File: src/rtl/seg_pkg.sv
// Shared 7-segment glyph definitions (segments a..g on bits 0..6).
package seg_pkg;

  localparam int unsigned SEG_W = 7;

  typedef logic [SEG_W-1:0] glyph_t;

  localparam glyph_t GLYPH_0   = 7'h3F;
  localparam glyph_t GLYPH_1   = 7'h06;
  localparam glyph_t GLYPH_2   = 7'h5B;
  localparam glyph_t GLYPH_3   = 7'h4F;
  localparam glyph_t GLYPH_4   = 7'h66;
  localparam glyph_t GLYPH_5   = 7'h6D;
  localparam glyph_t GLYPH_6   = 7'h7D;
  localparam glyph_t GLYPH_7   = 7'h07;
  localparam glyph_t GLYPH_8   = 7'h7F;
  localparam glyph_t GLYPH_9   = 7'h6F;
  localparam glyph_t GLYPH_A   = 7'h77;
  localparam glyph_t GLYPH_B   = 7'h7C;
  localparam glyph_t GLYPH_C   = 7'h39;
  localparam glyph_t GLYPH_D   = 7'h5E;
  localparam glyph_t GLYPH_E   = 7'h79;
  localparam glyph_t GLYPH_F   = 7'h71;
  localparam glyph_t SEG_BLANK = 7'h00;

  // Hex nibble to active-high segment pattern.
  function automatic glyph_t glyph(input logic [3:0] nibble);
    case (nibble)
      4'h0:    glyph = GLYPH_0;
      4'h1:    glyph = GLYPH_1;
      4'h2:    glyph = GLYPH_2;
      4'h3:    glyph = GLYPH_3;
      4'h4:    glyph = GLYPH_4;
      4'h5:    glyph = GLYPH_5;
      4'h6:    glyph = GLYPH_6;
      4'h7:    glyph = GLYPH_7;
      4'h8:    glyph = GLYPH_8;
      4'h9:    glyph = GLYPH_9;
      4'hA:    glyph = GLYPH_A;
      4'hB:    glyph = GLYPH_B;
      4'hC:    glyph = GLYPH_C;
      4'hD:    glyph = GLYPH_D;
      4'hE:    glyph = GLYPH_E;
      default: glyph = GLYPH_F;
    endcase
  endfunction

endpackage

File: src/rtl/seg_glyph_decode.sv
// Combinational hex-nibble to 7-segment glyph decoder.
module seg_glyph_decode
  import seg_pkg::*;
(
  input  logic [3:0] nibble,
  output glyph_t     segs_c
);

  // Pure table lookup, active-high segments.
  always_comb begin
    segs_c = glyph(nibble);
  end

endmodule

File: src/rtl/seg_scan_driver.sv
// Time-multiplexed 7-segment scan driver with frame-synchronous buffer update.
module seg_scan_driver
  import seg_pkg::*;
#(
  parameter int unsigned DIGITS         = 4,
  parameter int unsigned CLK_DIV        = 50000,
  parameter int unsigned GUARD          = 2,
  parameter bit          SEG_ACTIVE_LOW = 1'b0,
  parameter bit          AN_ACTIVE_LOW  = 1'b1,
  parameter bit          BLANK_LEADING  = 1'b1
) (
  input  logic                  clk,
  input  logic                  rst,
  input  logic [4*DIGITS-1:0]   bcd_in,
  input  logic [DIGITS-1:0]     dp_in,
  input  logic                  load,
  input  logic                  enable,
  output logic [SEG_W-1:0]      segment,
  output logic                  dp,
  output logic [DIGITS-1:0]     anode,
  output logic                  frame_done
);

  localparam int unsigned BCD_W = 4 * DIGITS;
  localparam int unsigned CNT_W = (CLK_DIV > 1) ? $clog2(CLK_DIV) : 1;
  localparam int unsigned IDX_W = $clog2(DIGITS);

  localparam logic [CNT_W-1:0]  CNT_LAST  = CNT_W'(CLK_DIV - 1);
  localparam logic [CNT_W-1:0]  CNT_GUARD = CNT_W'(GUARD);
  localparam logic [IDX_W-1:0]  IDX_LAST  = IDX_W'(DIGITS - 1);
  localparam glyph_t            SEG_INV   = {SEG_W{SEG_ACTIVE_LOW}};
  localparam logic [DIGITS-1:0] AN_INV    = {DIGITS{AN_ACTIVE_LOW}};

  logic [CNT_W-1:0]  cnt;
  logic [IDX_W-1:0]  idx;
  logic [BCD_W-1:0]  pend_bcd;
  logic [DIGITS-1:0] pend_dp;
  logic [BCD_W-1:0]  disp_bcd;
  logic [DIGITS-1:0] disp_dp;

  logic              slot_end_c;
  logic              frame_wrap_c;
  logic              show_c;
  logic [3:0]        cur_nib_c;
  logic              cur_dp_c;
  glyph_t            cur_glyph_c;
  logic [DIGITS-1:0] an_sel_c;
  logic [DIGITS-1:0] blank_mask_c;
  logic              seen_nz_c;

  // Slot timing decisions derived from the current scan position.
  always_comb begin
    slot_end_c   = enable && (cnt == CNT_LAST);
    frame_wrap_c = slot_end_c && (idx == IDX_LAST);
    show_c       = enable && (cnt >= CNT_GUARD);
    cur_nib_c    = disp_bcd[{idx, 2'b00} +: 4];
    cur_dp_c     = disp_dp[idx];
    an_sel_c     = {{(DIGITS-1){1'b0}}, 1'b1} << idx;
  end

  // Leading-zero mask: walk from the most-significant digit down; digit 0 never blanks.
  always_comb begin
    seen_nz_c    = 1'b0;
    blank_mask_c = '0;
    for (int i = DIGITS - 1; i >= 0; i--) begin
      seen_nz_c       = seen_nz_c | (disp_bcd[4*i +: 4] != 4'h0);
      blank_mask_c[i] = BLANK_LEADING && (i != 0) && !seen_nz_c;
    end
  end

  seg_glyph_decode u_decode (
    .nibble (cur_nib_c),
    .segs_c (cur_glyph_c)
  );

  // Prescaler and digit index; both freeze while disabled.
  always_ff @(posedge clk) begin
    if (rst) begin
      cnt <= '0;
      idx <= '0;
    end else if (enable) begin
      if (slot_end_c) begin
        cnt <= '0;
        idx <= (idx == IDX_LAST) ? '0 : idx + IDX_W'(1);
      end else begin
        cnt <= cnt + CNT_W'(1);
      end
    end
  end

  // Pending/display double buffer; a load on the wrap edge bypasses straight to display.
  always_ff @(posedge clk) begin
    if (rst) begin
      pend_bcd <= '0;
      pend_dp  <= '0;
      disp_bcd <= '0;
      disp_dp  <= '0;
    end else begin
      if (load) begin
        pend_bcd <= bcd_in;
        pend_dp  <= dp_in;
      end
      if (frame_wrap_c) begin
        disp_bcd <= load ? bcd_in : pend_bcd;
        disp_dp  <= load ? dp_in  : pend_dp;
      end
    end
  end

  // Registered pin drivers; polarity is applied only here.
  always_ff @(posedge clk) begin
    if (rst) begin
      segment    <= SEG_INV;
      dp         <= SEG_ACTIVE_LOW;
      anode      <= AN_INV;
      frame_done <= 1'b0;
    end else begin
      frame_done <= frame_wrap_c;
      if (show_c) begin
        segment <= (blank_mask_c[idx] ? SEG_BLANK : cur_glyph_c) ^ SEG_INV;
        dp      <= cur_dp_c ^ SEG_ACTIVE_LOW;
        anode   <= an_sel_c ^ AN_INV;
      end else begin
        segment <= SEG_INV;
        dp      <= SEG_ACTIVE_LOW;
        anode   <= AN_INV;
      end
    end
  end

endmodule

File: config.mk
export PLATFORM = sky130hd
export DESIGN_NAME = seg_scan_driver
export DESIGN_NICKNAME = d
export VERILOG_FILES = /design/src/rtl/seg_pkg.sv /design/src/rtl/seg_glyph_decode.sv /design/src/rtl/seg_scan_driver.sv
export SDC_FILE = /design/constraint.sdc
export NUM_CORES = 1
export LEC_CHECK = 0
export CORE_UTILIZATION = 43
export CTS_BUF_LIST = sky130_fd_sc_hd__clkbuf_16
export CTS_CLUSTER_SIZE = 24
export DETAILED_ROUTE_END_ITERATION = 7
export GPL_TIMING_DRIVEN = 0
export MAX_ROUTING_LAYER = met4
export PLACE_DENSITY = 0.64
export SLEW_MARGIN = 20
export SYNTH_ARGS = -nofsm -noshare
export SYNTH_HDL_FRONTEND = slang
export SYNTH_SLANG_ARGS = --single-unit
File: constraint.sdc
create_clock -name clk -period 2 [get_ports clk]
set_clock_uncertainty 0.05 [all_clocks]
set_input_delay 0.3 -clock clk [delete_from_list [all_inputs] [get_ports clk]]
set_output_delay 0.3 -clock clk [all_outputs]
set_load 0.005 [all_outputs]
==> impl_metrics.yaml, run 1 <==
clock_network:
  cts_buffers: 9
  cts.clk_slew.worst_paths_ps: 60
  cts_htree_levels: 3
  clock_path_buffers: 2
  cts_tree: "yes"
  clock-sinks: 71
  clk_latency_ps: 330
  root_buffer: "clkbuf_16"
sta:
  final.period_utilization_pct: 98.5
  hold_viol: 0
  relSlewSlack_pct: 51.3
  period_needed_ps: 1970
  setup_viol: 0
  rsz0062_at_grt: "true"
  tightest_slew_ps: 731
  hold_slack_ps: 241
  fmax_mhz: 508
  layout_setup_ws_ps: 30.5
  maxSlewViolCount: 0
power:
  p_sw_share_pct: 20.8
  power_switching_uw: 723
  seq_power_share_pct: 41.9
  p_int_uw: 2760
  ir_drop_mv: 0.453
  cellPowerDensity_nw_per_um2: 841
  clock_power_share_pct: 53.0
  p_comb_share_pct: 5.1
  power_leakage_uw: 0.00158
grt:
  grt_usage_pct: 18.8
  antenna_found_initial: 0
  first_global_vias: 2159
  grt_overflow_total: 0
  grt_pass1_wl_um: 10700
  grt_max_degree: 14
synth:
  synth_common_cells: "dfxtp_1 (71), nor2_1 (44), mux2i_1 (24)"
  async_reset_ff_share_pct: 0
  yosysMostFrequentCell: "dfxtp_1"
  netlist_area_um2: 3220
  syn_inst: 302
  synth_area_leaders: "dfxtp_1 (44%), o2bb2ai_2 (8.9%), mux2i_1 (7.5%)"
  synth_top_cell_by_area: "dfxtp_1"
  ys.flop_type: "dfxtp_1"
  yosys_warnings: 0
  ys_ff_latch: 71
  syn_nets: 339
  syn_area_per_cell_um2: 10.7
  yosysSeqAreaShare_pct: 44.1
  synth_edf_count: 0
  yosys.area.top_type_share_pct: 44.1
  synth.distinct_cells: 48
routing:
  drt_iter0_markers: 58
  post-route-drc-count: 0
  vias_per_cell: 4.99
  firstDrtPassIters: 4
  vias: 2301
  drt-total-wl_um: 6370
  wire_per_inst_um: 13.8
  antenna_left: 0
final_layout:
  n_fill_cell: 658
  fin_area_um2: 4140
  syn_to_final_growth_pct: 28.5
  fin_nets: 394
  final_core_util_pct: 57.1
  drive_above_1_share_pct: 21.5
  antenna_cells: 0
  final_cells: 461
worst_hold_path:
  hp-class: "primary input to flop"
  worstHoldPathCells: 2
placed_design:
  dpl_cell_area_um2: 3680
  io_buffers: 33
  placed_cells: 434
  routabilityCongestion: 0.802
  dp_hpwl_um: 4400
  dp_slack_ps: -155
critical_path:
  path_max_fanout: 7
  crit_path_end_kind: "flop"
  cp_top_family: "multiplexers"
  critPathLaunch: "idx[0]"
  r2r-start: "idx[0]"
  worstPathArrival_ps: 2140
  crit_type: "flop to flop"
  critical_path_depth: 7
  critPathCapture: "segment[5]"
  r2r_cells: 7
  reg2reg_to: "segment[5]"
  start_kind: "flop"
  cpPeakStageDelay_ps: 570
  crit_buf_inv: 3
  crit_slowest_cell: "mux4_2"
  cp_cell_sequence: "buf_8 > mux4_2 > inv_2 > buf_4 > ha_1 > o21ai_0 > a221oi_1"
  reg2reg_slack_ps: 30
  required_ps: 2170
die:
  dieArea_um2: 7850
  num_rows: 31
  die_w_um: 88.6
  coreArea_um2: 7250
  die_height_um: 88.6
  ios: 37
  start_util_pct: 44.4
run:
  drv_cap: 0
run_status:
  status: "complete, no violations"
-- state kept, by name, indices dropped and copies added, names as in the netlist --
signal and count:
idx 2, frame_done 1, cnt 16, segment 7, anode 4, dp 1, disp_dp 4, disp_bcd 16
pend_bcd 16, pend_dp 4
-- logic make-up after synthesis --
kind of cell | Yosys count | synth area share [%]
compound gates | 41 | 14.3
xor+xnor | 18 | 4.89
fa+ha+maj | 13 | 5.05
buf+inv | 23 | 4.23
flops | 71 | 44.1
mux | 31 | 11.3
simple gates | 105 | 16.1
-- metrics by stage --
stage,power (uW),setup TNS [ps]
floorplan,1590,0
global placement,1670,-515
detailed placement,1670,-550
CTS,3520,0
global route,3600,-342
finish,3480,0
-- worst min-delay path by stage --
stage | from | endpoint | slack (ps)
2_1_floorplan | disp_dp[2] | disp_dp[2] | 390
3_5_place_dp | disp_dp[1] | disp_dp[1] | 420
5_1_grt | enable | cnt[0] | 250
4_1_cts | enable | cnt[0] | 240
3_3_place_gp | disp_dp[2] | disp_dp[2] | 410
6_report | enable | cnt[0] | 240
-- power groups by stage --
| stage | clock (uW) | sequential [uW] | combinational (uW) |
|---|---|---|---|
| 2_1_floorplan | 0 | 1490 | 105 |
| 3_3_place_gp | 0 | 1490 | 178 |
| 3_5_place_dp | 0 | 1490 | 180 |
| 4_1_cts | 1880 | 1460 | 181 |
| 5_1_grt | 1950 | 1460 | 198 |
| 6_report | 1850 | 1460 | 179 |
-- worst reg2reg max path: stages, from the launching register on --
cell	delay, ps
dfxtp_4	380
buf_8	120
mux4_2	570
inv_2	130
buf_4	120
ha_1	140
o21ai_0	80
a221oi_1	260
-- timing repair --
item | CTS | global route
hold buffers | 0 | 0
setup buffers | 2 | 10
resized for setup | 6 | 2
pin swaps | 0 | 3
setup endpoints to repair | 5 | 32
-- area by class of cell --
cell class	count	area, um2	area share [%]
multi-input cells	208	1680	40.6
flip-flops and latches	71	1430	34.4
repair buffers	45	420	10.2
clock buffers	9	225	5.44
well taps	99	124	2.99
clock inverters	7	120	2.90
plain buffers	14	115	2.78
inverters	8	30.0	0.725
-- cell usage in the layout (no fill, tap or decap), types with 2 or more instances in the layout --
master / synthesis / final
o21ai_0: 4 / 4
bufinv_16: 0 / 3
dfxtp_1: 71 / 69
clkbuf_1: 4 / 4
mux2i_1: 24 / 24
a21oi_1: 2 / 2
buf_2: 4 / 2
inv_1: 8 / 8
clkdlybuf4s50_1: 0 / 33
buf_4: 2 / 13
xor2_1: 9 / 9
ha_1: 13 / 11
nand3_1: 10 / 10
nand4_1: 5 / 5
nand2_1: 17 / 17
nor4_1: 4 / 4
a31oi_1: 2 / 2
inv_6: 0 / 2
nor2_1: 44 / 44
o211ai_1: 3 / 3
and2_1: 2 / 2
buf_6: 5 / 6
clkbuf_16: 0 / 9
o2bb2ai_2: 19 / 19
mux4_2: 3 / 3
mux2_2: 3 / 3
nor3_1: 9 / 9
a221oi_1: 3 / 3
xnor2_1: 9 / 9
-- layer usage --
| metal | wire length, um | part of all wire [%] | vias to the layer above | GRT usage, % |
|---|---|---|---|---|
| met3 | 191 | 3.0 | 12 | 4.85 |
| met5 | 0 | 0 | - | - |
| met4 | 102 | 1.6 | 0 | 7.33 |
| met1 | 3170 | 50 | 1071 | 24.2 |
| met2 | 2910 | 46 | 37 | 28.2 |
| li1 | - | - | 1181 | - |
No activity file was read; power rests on OpenSTA's default activity.
==> run 2: changes to the inputs <==
CORE_UTILIZATION = 40   (was 43)
PLACE_DENSITY = 0.6   (was 0.64)
==> run 2 against run 1 <==
Sequential cell count did not move. Via count fell by 0.48%. Critical endpoint is now segment[1]. Largest cell class unchanged. Highest routed layer unchanged. Count of clock-buffer cells in the layout stayed put.
==> impl_metrics.yaml, run 2 (synthesized netlist as in run 1, its figures left out) <==
final_layout:
  multi_input_area_um2: 1690
  final_core_util_pct: 52.8
  fin_area_um2: 4100
  final_cell_mix: "dfxtp_1 (69), nor2_1 (44), clkdlybuf4s50_1 (33), mux2i_1 (24), o2bb2ai_2 (19)"
  drive_above_1_share_pct: 21.5
  n_fill_cell: 731
  syn_to_final_growth_pct: 27.2
  mostFrequentLayoutCell: "dfxtp_1"
  antenna_cells: 0
  fin_nets: 390
  seq_area_um2: 1430
  reg_top3: "cnt (16), disp_bcd (16), pend_bcd (16)"
critical_path:
  reg2reg_slack_ps: 50
  reg2reg_to: "segment[1]"
  crit_type: "flop to flop"
  r2r-start: "idx[0]"
  path_max_fanout: 4
  start_kind: "flop"
  worstPathArrival_ps: 2120
  r2r_cells: 7
  crit_path_end_kind: "flop"
  required_ps: 2180
placed_design:
  dpl_cell_area_um2: 3690
  io_buffers: 33
  dp_hpwl_um: 4470
  dp_slack_ps: -183
  routabilityCongestion: 0.819
routing:
  drt_iter0_markers: 57
  firstDrtPassIters: 4
  post-route-drc-count: 0
  drt-total-wl_um: 6370
  wire_per_inst_um: 13.9
  vias_per_cell: 4.98
  vias: 2290
  antenna_left: 0
die:
  start_util_pct: 41.5
  dieArea_um2: 8420
  die_w_um: 91.8
  coreArea_um2: 7770
  ios: 37
  die_height_um: 91.8
  num_rows: 32
power:
  power.total_uw: 3300
  p_sw_share_pct: 20.8
  ir_drop_mv: 0.525
  power_switching_uw: 685
  power_leakage_uw: 0.00154
  p_comb_share_pct: 5.4
  p_int_uw: 2610
  cellPowerDensity_nw_per_um2: 805
  clock_power_share_pct: 50.4
  seq_power_share_pct: 44.2
worst_hold_path:
  hp-class: "primary input to flop"
  min_to: "cnt[0]"
  hold_start: "enable"
  worstHoldPathCells: 2
sta:
  tightest_slew_ps: 727
  relSlewSlack_pct: 51.5
  setup_viol: 0
  maxSlewViolCount: 0
  final.period_utilization_pct: 97.3
  period_needed_ps: 1950
  layout_setup_ws_ps: 54.3
  fin_setup_tns_ps: 0
  fmax_mhz: 514
  hold_viol: 0
grt:
  top_usage_layer: "met2"
  grt_pass1_wl_um: 11000
  grt_overflow_total: 0
  grt_util_met2_pct: 27.9
  met3_usage_pct: 5.31
  first_global_vias: 2275
  grt_max_degree: 13
  use_met1_pct: 20.4
  grt_usage_pct: 17.1
  antenna_found_initial: 0
clock_network:
  clock-sinks: 71
  root_buffer: "clkbuf_16"
  cts_buffers: 9
  cts_htree_levels: 3
  cts.clk_slew.worst_paths_ps: 60
  cts_tree: "yes"
  cts_hold_buf: 0
  clock_path_buffers: 2
  clk_latency_ps: 330
run:
  drv_cap: 0
run_status:
  status: "complete, no violations"
==> run 2: cell count changes in the layout (fill, tap and decap cells not counted), moves of 2 or more <==
cell	change
inv_1	-2
clkinvlp_4	+2
buf_4	-6
ha_2	+2
inv_6	-2
clkinv_1	+2
buf_6	+2
ha_1	-2
==> run 2: worst max-delay path by stage <==
| stage | slack [ps] | startpoint | depth (start not counted) | to |
|---|---|---|---|---|
| global route | -2 | idx[0] | 7 | segment[1] |
| finish | 50 | idx[0] | 7 | segment[1] |
| floorplan | 30 | idx[0] | 8 | segment[1] |
| CTS | 8 | idx[0] | 8 | segment[1] |
| global placement | -180 | idx[0] | 8 | segment[1] |
| detailed placement | -180 | idx[0] | 8 | segment[1] |
==> run 2: what timing repair did <==
action	in CTS	in global routing
gates cloned	0	0
pin swaps	1	5
buffers inserted	7	1
gates resized for setup	5	13
endpoints found under the setup margin	6	32
==> run 2: routing by layer <==
metal | routed length (um) | share of wire [%]
met3 | 191 | 3.0
met4 | 83 | 1.3
met2 | 3030 | 48
met1 | 3070 | 48
met5 | 0 | 0
==> run 2: layout make-up <==
cell class                      count  share of cell area, %
Clock inverter                      7                   2.14
Tap cell                          102                   3.11
Buffer                             14                   2.81
Multi-Input combinational cell    208                   41.2
Sequential cell                    71                   34.8
Clock buffer                        9                   5.49
Inverter                            8                  0.732
Timing Repair Buffer               41                   9.70
==> run 2: stage by stage <==
stage	std cells	hold slack, ps
2_1_floorplan	302	392
3_3_place_gp	437	409
3_5_place_dp	437	410
4_1_cts	460	253
5_1_grt	460	273
6_report	460	260
==> run 2: power by group through the flow <==
stage / clock network [uW] / registers [uW] / logic [uW]
6_report: 1660 / 1460 / 180
5_1_grt: 1770 / 1460 / 198
4_1_cts: 1700 / 1460 / 183
3_5_place_dp: 0 / 1490 / 182
3_3_place_gp: 0 / 1490 / 180
2_1_floorplan: 0 / 1490 / 105
==> run 2: critical path, stage by stage (launching register included) <==
cell      delay, ps
dfxtp_4         380
buf_8           110
mux4_2          540
inv_2            90
ha_1            240
nand2_1          60
o21ai_0          90
a221oi_1        270
==> run 3: changes to the inputs <==
CELL_PAD_IN_SITES_DETAIL_PLACEMENT = 0   (was not set)
CELL_PAD_IN_SITES_GLOBAL_PLACEMENT = 1   (was not set)
PLACE_DENSITY = 0.74   (was 0.6)
SLEW_MARGIN = not set   (was 20)
==> run 3 against run 2 <==
Cell count increased by 0.43%. Largest power group unchanged. Core utilization increased by 0.24 points. Die area unchanged. Register-to-register slack about the same. First-iteration DRC count increased by 26%. Combinational power about the same. Critical path depth unchanged.
==> impl_metrics.yaml, run 3 (synthesized netlist as in run 1, its figures left out) <==
run_status:
  status: "complete, no violations"
die:
  num_rows: 32
  die_w_um: 91.8
  start_util_pct: 41.5
  coreArea_um2: 7770
  dieArea_um2: 8420
  ios: 37
  die_height_um: 91.8
clock_network:
  cts_hold_buf: 0
  clk_latency_ps: 330
  clock-sinks: 71
  clock_path_buffers: 2
  cts.clk_slew.worst_paths_ps: 60
  root_buffer: "clkbuf_16"
  cts_tree: "yes"
  cts_htree_levels: 3
  cts_buffers: 9
sta:
  period_needed_ps: 1950
  final.period_utilization_pct: 97.7
  maxSlewViolCount: 0
  setup_viol: 0
  relSlewSlack_pct: 47.3
  tightest_slew_ps: 791
  rsz0062_at_grt: "true"
  layout_setup_ws_ps: 45.6
  hold_viol: 0
  fmax_mhz: 512
  hold_slack_ps: 259
power:
  cellPowerDensity_nw_per_um2: 776
  p_comb_share_pct: 5.6
  p_int_uw: 2490
  seq_power_share_pct: 45.6
  power_switching_uw: 706
  clock_power_share_pct: 48.8
  power.total_uw: 3190
  p_sw_share_pct: 22.1
  power_leakage_uw: 0.00154
  ir_drop_mv: 0.550
placed_design:
  dp_hpwl_um: 4590
  routabilityCongestion: 0.752
  io_buffers: 33
  dp_slack_ps: -176
  placed_cells: 437
  dpl_cell_area_um2: 3690
routing:
  wire_per_inst_um: 14.3
  firstDrtPassIters: 4
  antenna_left: 0
  drt_iter0_markers: 72
  drt-total-wl_um: 6610
  vias_per_cell: 4.98
  post-route-drc-count: 0
  vias: 2303
critical_path:
  crit_type: "flop to flop"
  start_kind: "flop"
  crit_slowest_cell: "mux4_2"
  crit_path_end_kind: "flop"
  cp_cell_sequence: "buf_8 > mux4_2 > inv_2 > buf_6 > ha_4 > a211oi_2 > a311oi_1"
  cpPeakStageDelay_ps: 550
  worstPathArrival_ps: 2140
  required_ps: 2180
  crit_buf_inv: 3
  cp_top_family: "multiplexers"
  path_max_fanout: 7
final_layout:
  mostFrequentLayoutCell: "dfxtp_1"
  antenna_cells: 0
  final_cells: 462
  drive_above_1_share_pct: 22.5
  fin_nets: 392
  final_cell_mix: "dfxtp_1 (69), nor2_1 (44), clkdlybuf4s50_1 (33), mux2i_1 (24), o2bb2ai_2 (19)"
  fin_area_um2: 4120
  n_fill_cell: 721
  syn_to_final_growth_pct: 27.8
  reg_top3: "cnt (16), disp_bcd (16), pend_bcd (16)"
run:
  drv_cap: 0
grt:
  first_global_vias: 2283
  antenna_found_initial: 0
  grt_usage_pct: 17.1
  grt_pass1_wl_um: 11000
  grt_max_degree: 13
  grt_overflow_total: 0
worst_hold_path:
  hp-class: "primary input to flop"
run 3: final cells by class:
class,count,area [um2],area share (%)
inverter,8,30.0,0.729
tap,102,128,3.10
clock buffer,9,225,5.47
sequential,71,1430,34.7
multi-input combinational,208,1720,41.7
clock inverter,7,65.1,1.58
buffer,14,115,2.79
timing repair buffer,43,409,9.93
run 3: repair_timing:
item / CTS / global route
gates resized for setup: 5 / 15
endpoints found under the setup margin: 6 / 37
pin swaps: 0 / 5
buffers inserted: 2 / 8
run 3: power by group through the flow:
stage | logic (uW) | registers (uW) | clock network [uW]
floorplan | 105 | 1490 | 0
global placement | 181 | 1490 | 0
detailed placement | 182 | 1490 | 0
CTS | 183 | 1460 | 1570
global route | 198 | 1460 | 1650
finish | 178 | 1460 | 1560
run 3: final timing paths:
path              cells after the start  startpoint  slack, ps    endpoint
setup / recovery                      7      idx[0]         50  segment[4]
hold / removal                        2      enable        260      cnt[0]
setup reg to reg                      7      idx[0]         50  segment[4]
hold reg to reg                       1  disp_dp[2]        420  disp_dp[2]
run 3: layer usage:
metal	wire length (um)	vias to the layer above	track usage (%)	share of wire, %
met5	0	-	-	0
met4	122	0	7.03	1.8
met3	168	12	2.49	2.5
met2	3110	40	27.7	47
met1	3210	1081	21.4	49
li1	-	1170	-	-
run 3: stage by stage:
step	utilization, %	setup TNS (ps)
after floorplan	-	0
after global placement	47.5	-559
after detailed placement	47.5	-589
after CTS	51.4	0
after global routing	53.0	-84.8
final	53.0	0
